**src/rtl/noc_port_requester.sv**
```systemverilog
// Input-port requester: decodes the head flit, drives one-hot hi/lo requests to
// the output arbiters, forwards granted flits through a registered output stage.
module noc_port_requester #(
  parameter int FLIT_W       = 32,
  parameter int STARVE_LIMIT = 16,
  parameter int CNT_W        = 16
) (
  input  logic              clk,
  input  logic              rst,
  input  logic              flit_valid,
  input  logic [FLIT_W-1:0] flit_data,
  output logic              flit_ready,
  output logic [7:0]        req_hi,
  output logic [7:0]        req_lo,
  input  logic [7:0]        gnt,
  output logic              out_valid,
  output logic [FLIT_W-1:0] out_data,
  output logic [7:0]        out_sel,
  input  logic              out_ready,
  output logic              proto_err,
  output logic [CNT_W-1:0]  pkt_count
);

  localparam int SC_W = $clog2(STARVE_LIMIT + 1);

  typedef enum logic {IDLE, ACTIVE} state_t;

  state_t              state_q, state_d;
  logic [2:0]          dest_q, dest_d;
  logic                urg_q, urg_d;
  logic                promote_q, promote_d;
  logic                first_q, first_d;
  logic [SC_W-1:0]     starve_cnt_q, starve_cnt_d;
  logic                out_valid_q, out_valid_d;
  logic [FLIT_W-1:0]   out_data_q, out_data_d;
  logic [7:0]          out_sel_q, out_sel_d;
  logic                proto_err_q, proto_err_d;
  logic [CNT_W-1:0]    pkt_count_q, pkt_count_d;

  logic                is_head;
  logic                is_tail;
  logic [7:0]          dest_onehot;
  logic [7:0]          req;
  logic                can_load;
  logic                fire;

  // Type field: bit FLIT_W-2 marks a head, bit FLIT_W-1 marks a tail (single = both).
  assign is_head     = flit_data[FLIT_W-2];
  assign is_tail     = flit_data[FLIT_W-1];
  assign dest_onehot = 8'b1 << dest_q;
  assign can_load    = !out_valid_q || out_ready;

  always_comb begin
    state_d      = state_q;
    dest_d       = dest_q;
    urg_d        = urg_q;
    promote_d    = promote_q;
    first_d      = first_q;
    starve_cnt_d = starve_cnt_q;
    proto_err_d  = 1'b0;
    pkt_count_d  = pkt_count_q;
    flit_ready   = 1'b0;
    req          = '0;
    req_hi       = '0;
    req_lo       = '0;
    fire         = 1'b0;

    unique case (state_q)
      IDLE: begin
        starve_cnt_d = '0;
        if (flit_valid) begin
          if (is_head) begin
            dest_d  = flit_data[2:0];
            urg_d   = flit_data[3];
            first_d = 1'b1;
            state_d = ACTIVE;
          end else begin
            flit_ready  = 1'b1;
            proto_err_d = 1'b1;
          end
        end
      end

      ACTIVE: begin
        req = flit_valid ? dest_onehot : '0;
        if (urg_q || promote_q) begin
          req_hi = req;
        end else begin
          req_lo = req;
        end
        fire       = flit_valid && gnt[dest_q] && can_load;
        flit_ready = fire;

        if (fire) begin
          starve_cnt_d = '0;
          first_d      = 1'b0;
          // The packet's own head fires with first_q set; any later head is stray.
          if (is_head && !first_q) begin
            proto_err_d = 1'b1;
          end
          if (is_tail) begin
            state_d     = IDLE;
            pkt_count_d = pkt_count_q + CNT_W'(1);
            promote_d   = 1'b0;
          end
        end else if (flit_valid) begin
          if (starve_cnt_q != SC_W'(STARVE_LIMIT)) begin
            starve_cnt_d = starve_cnt_q + SC_W'(1);
            if (starve_cnt_q == SC_W'(STARVE_LIMIT - 1)) begin
              promote_d = 1'b1;
            end
          end
        end
      end

      default: state_d = IDLE;
    endcase
  end

  always_comb begin
    out_valid_d = out_valid_q;
    out_data_d  = out_data_q;
    out_sel_d   = out_sel_q;
    if (fire) begin
      out_valid_d = 1'b1;
      out_data_d  = flit_data;
      out_sel_d   = dest_onehot;
    end else if (out_ready) begin
      out_valid_d = 1'b0;
    end
  end

  always_ff @(posedge clk or posedge rst) begin
    if (rst) begin
      state_q      <= IDLE;
      dest_q       <= '0;
      urg_q        <= 1'b0;
      promote_q    <= 1'b0;
      first_q      <= 1'b0;
      starve_cnt_q <= '0;
      out_valid_q  <= 1'b0;
      out_data_q   <= '0;
      out_sel_q    <= '0;
      proto_err_q  <= 1'b0;
      pkt_count_q  <= '0;
    end else begin
      state_q      <= state_d;
      dest_q       <= dest_d;
      urg_q        <= urg_d;
      promote_q    <= promote_d;
      first_q      <= first_d;
      starve_cnt_q <= starve_cnt_d;
      out_valid_q  <= out_valid_d;
      out_data_q   <= out_data_d;
      out_sel_q    <= out_sel_d;
      proto_err_q  <= proto_err_d;
      pkt_count_q  <= pkt_count_d;
    end
  end

  assign out_valid = out_valid_q;
  assign out_data  = out_data_q;
  assign out_sel   = out_sel_q;
  assign proto_err = proto_err_q;
  assign pkt_count = pkt_count_q;

endmodule

```
**config.mk**
```make
export PLATFORM = sky130hd
export DESIGN_NAME = noc_port_requester
export DESIGN_NICKNAME = d
export VERILOG_FILES = /design/src/rtl/noc_port_requester.sv
export SDC_FILE = /design/constraint.sdc
export NUM_CORES = 1
export LEC_CHECK = 0
export CAP_MARGIN = 20
export CORE_MARGIN = 1.5
export CORE_UTILIZATION = 35
export DETAILED_ROUTE_END_ITERATION = 16
export GPL_TIMING_DRIVEN = 0
export SLEW_MARGIN = 20
export SYNTH_ARGS = -nofsm -noshare
export SYNTH_HDL_FRONTEND = slang
export SYNTH_SLANG_ARGS = --single-unit
```
**constraint.sdc**
```tcl
create_clock -name clk -period 3.2 [get_ports clk]
set_input_delay 0.8 -clock clk [delete_from_list [all_inputs] [get_ports clk]]
set_output_delay 0.8 -clock clk [all_outputs]
set_load 0.01 [all_outputs]
```
==> key figures <==
Clock tree
  • CTS Buffer Depth: 2
  • CTS root buffer: clkbuf_8
  • CTS buffer count: 9
  • CTS hold repair buffers: 0
  • Reg clk slew, reported paths: roughly 0.070 ns
  • CTS tree: built
  • # H-tree levels: 3
  • Clk_lat worst skew: 0.34 ns
  • Clk sinks: 70

Global routing
  • Largest net degree at the start of global routing: 46
  • Vias in the first global route: 2642
  • Total GRT Usage: between 10% and 20%
  • Initial antenna violation count: 0
  • First-pass GRT wire length: approximately 14 mm
  • Total grt overflow: 0

Synthesis
  • Seq/Total Area, Yosys: about 52%
  • Flops & latches, synth: 70
  • Area leader, netlist: dfrtp_1
  • Synthesized instance count: ~280
  • Synth warnings: 0
  • Synthesized area per cell: roughly 12 sq um
  • Synth Cell Area: around 3300 sq um
  • Synthesized net count: roughly 330
  • Yosys cell types: 40
  • Most area-consuming cells after synthesis: dfrtp_1, mux2_4, xnor2_1
  • Synth top area share: between 50 and 60%

Final layout
  • Final core utilization: 53.2%
  • Sequential Area: roughly 1800 sq um
  • Finished Cell Area: 4920 sq um
  • Share of layout cells above drive strength 1: 17.7%
  • Syn-to-layout area delta: 47.2%
  • # diodes: 0
  • Area of the multi-input gates: ~1400 sq um
  • Nets: around 460
  • Fillers: 806

Detailed routing
  • Number of DRC markers in iteration 0: between 40 and 50
  • Routed Antenna Nets: 0
  • DRT Pass-1 Iters: 4
  • Top Metal Used: met4
  • Via density: about 4.8
  • DRC Markers: 0
  • Routed WL: 8.41 mm
  • Wl on met1: around 4 mm
  • Metal3 WL: about 570 um
  • Vias: 2582
  • WL met2: approximately 3.6 mm
  • Mean routed wirelength per cell: ~16 um

Placement
  • Hpwl dp: between 6 and 7 mm
  • Dpl cell area: roughly 4700 sq um
  • Routability cong.: ~0.76
  • Port Buf Inserts: around 120

Critical path
  • Worst Path Required: 2.40 ns
  • Worst setup SP type: input port
  • Crit path largest cell delay: just under 0.6 ns
  • Worst-path cell chain: clkbuf_2, and2_1, nand3_1, nor3_2, clkdlybuf4s50_1
  • Crit end category: output pin
  • CP delay by family, top: buffers and inverters
  • Critical path type: in2out
  • Critical path arrival: 2.29 ns
  • CP max stage cell: clkdlybuf4s50_1
  • Crit-path max FO: 8
  • WP buf/inv: 2

STA
  • Max Clk Rate: around 0.32 GHz
  • RSZ-0062 raised after global routing: false
  • Final TNS setup: 0 ns
  • Final slew viol count: 0
  • Fin crit share: between 90% and 100%
  • Relative slew slack: a little under three fifths
  • Min cycle time layout: ~3 ns
  • Setup Skew: about 0.0083 ns
  • Count of final setup violators: 0
  • Worst-margin pin slew: approximately 0.64 ns
  • Final hold vios: 0

Power and ir drop
  • VDD IR max: between 200 and 250 uV
  • Pwr/cell area: between 800 and 900 nW/um^2
  • Pleak: between 2 and 2.5 nW
  • Total power: about 4.3 mW

Floorplan
  • Starting Density: 36.1%
  • Core area: between 9000 and 10000 sq um
  • Die width: around 100 um
  • I/O pin count: around 120
  • Die Ht: 101 um
  • Die footprint: between 10000 and 15000 sq um
  • Number of cell rows: 35

Run status
  • Status: complete, no violations

Flow run
  • Max_cap viols: 0

Worst hold path
  • Min-Delay Path Class: reg2reg
==> area by class of cell <==
cell class              instances  share of cell area [%]
clock inverters                 5                   0.687
plain buffers                  13                    2.39
multi-input cells             183                    29.3
well taps                     129                    3.28
flip-flops and latches         70                    35.6
repair buffers                122                    24.9
inverters                       8                   0.662
clock buffers                  11                    3.08
==> cell families (layout without fill, tap and decap cells) <==
kind of cell             count (synthesis)  in the layout  share of synthesized area (%)
multiplexers                            39             39                           16.4
AND/OR/NAND/NOR                        100            100                           15.7
adder cells (fa/ha/maj)                  4              4                           1.50
XOR/XNOR                                15             15                           3.93
flip-flops                              70             70                           52.5
AO/OA/AOI/OAI                           25             25                           5.02
buffers and inverters                   24            159                           4.95
==> layer usage <==
metal / global-route usage [%] / vias up
met5: 0 / -
met1: 24.7 / 1245
met2: 26.1 / 96
met4: 6.28 / 0
li1: - / 1227
met3: 4.58 / 14
==> registers in the layout, indices dropped and copies added (netlist names) <==
signal / cells
dest_q: 3
first_q: 1
out_data: 32
out_sel: 8
out_valid: 1
pkt_count: 16
promote_q: 1
proto_err: 1
starve_cnt_q: 5
state_q: 1
urg_q: 1
==> final timing paths <==
path                            startpoint             to  slack [ns]  cells after the start
worst max-delay path            flit_valid      req_lo[4]        0.11                      5
worst min-delay path               first_q        first_q        0.47                      2
worst max register to register   dest_q[1]  pkt_count[10]        0.77                      9
worst min register to register     first_q        first_q        0.47                      2
max in group asynchronous              rst      proto_err        1.88                      3
min in group asynchronous              rst   out_data[26]        0.78                      2
==> report_power, final <==
group,switching [mW],total [mW],internal [mW]
Sequential,0.211,1.43,1.22
Clock,0.341,0.663,0.322
Combinational,0.910,2.17,1.26
==> what timing repair did <==
item / CTS / global route
gates resized for setup: 13 / 3
setup buffers: 3 / 1
endpoints found under the setup margin: 4 / 10
pin swaps: 2 / 1
==> through the flow <==
| stage | std cells | hold slack (ns) | setup WS [ns] |
|---|---|---|---|
| finish | 541 | 0.474 | 0.112 |
| global route | 541 | 0.508 | 0.00776 |
| CTS | 542 | 0.473 | 0.0118 |
| detailed placement | 524 | 0.455 | -0.860 |
| global placement | 523 | 0.452 | -0.838 |
| floorplan | 277 | 0.438 | 0.319 |
==> synthesized netlist by cell type, drive strengths merged <==
master    n
a211oi    1
a31oi     2
and4      2
nand2    27
ha        4
o22ai     1
a41oi     1
nand2b    2
clkbuf    6
o2111a    1
nor3b     3
nand4bb   1
mux2i     2
o41ai     2
buf      10
a21oi     1
o31ai     4
o21ai     9
and2      5
a21o      1
o21a      1
nand4    11
inv       8
dfrtp    70
nand4b    1
or4b      1
nor3      6
nand3     8
mux2     37
nand3b    3
xnor2    15
a22o      1
nor2b     2
and3     10
nor2     18
==> tightest hold or removal path, cell delays in order, from the launching register on <==
cell     delay (ns)
dfrtp_1        0.34
nand2_1        0.05
nand2_1        0.05
==> cell usage in the layout (no fill, tap or decap), types with 5 or more instances in the layout <==
cell	instances
nand2_1	27
nand3_1	8
and2_1	5
and3_1	10
clkbuf_8	11
xnor2_1	15
nor3_1	5
inv_1	7
nand4_1	11
dfrtp_1	70
clkdlybuf4s50_1	112
nor2_1	18
mux2_2	6
o21ai_0	9
mux2_4	31
(Power assumes the default switching activity.)
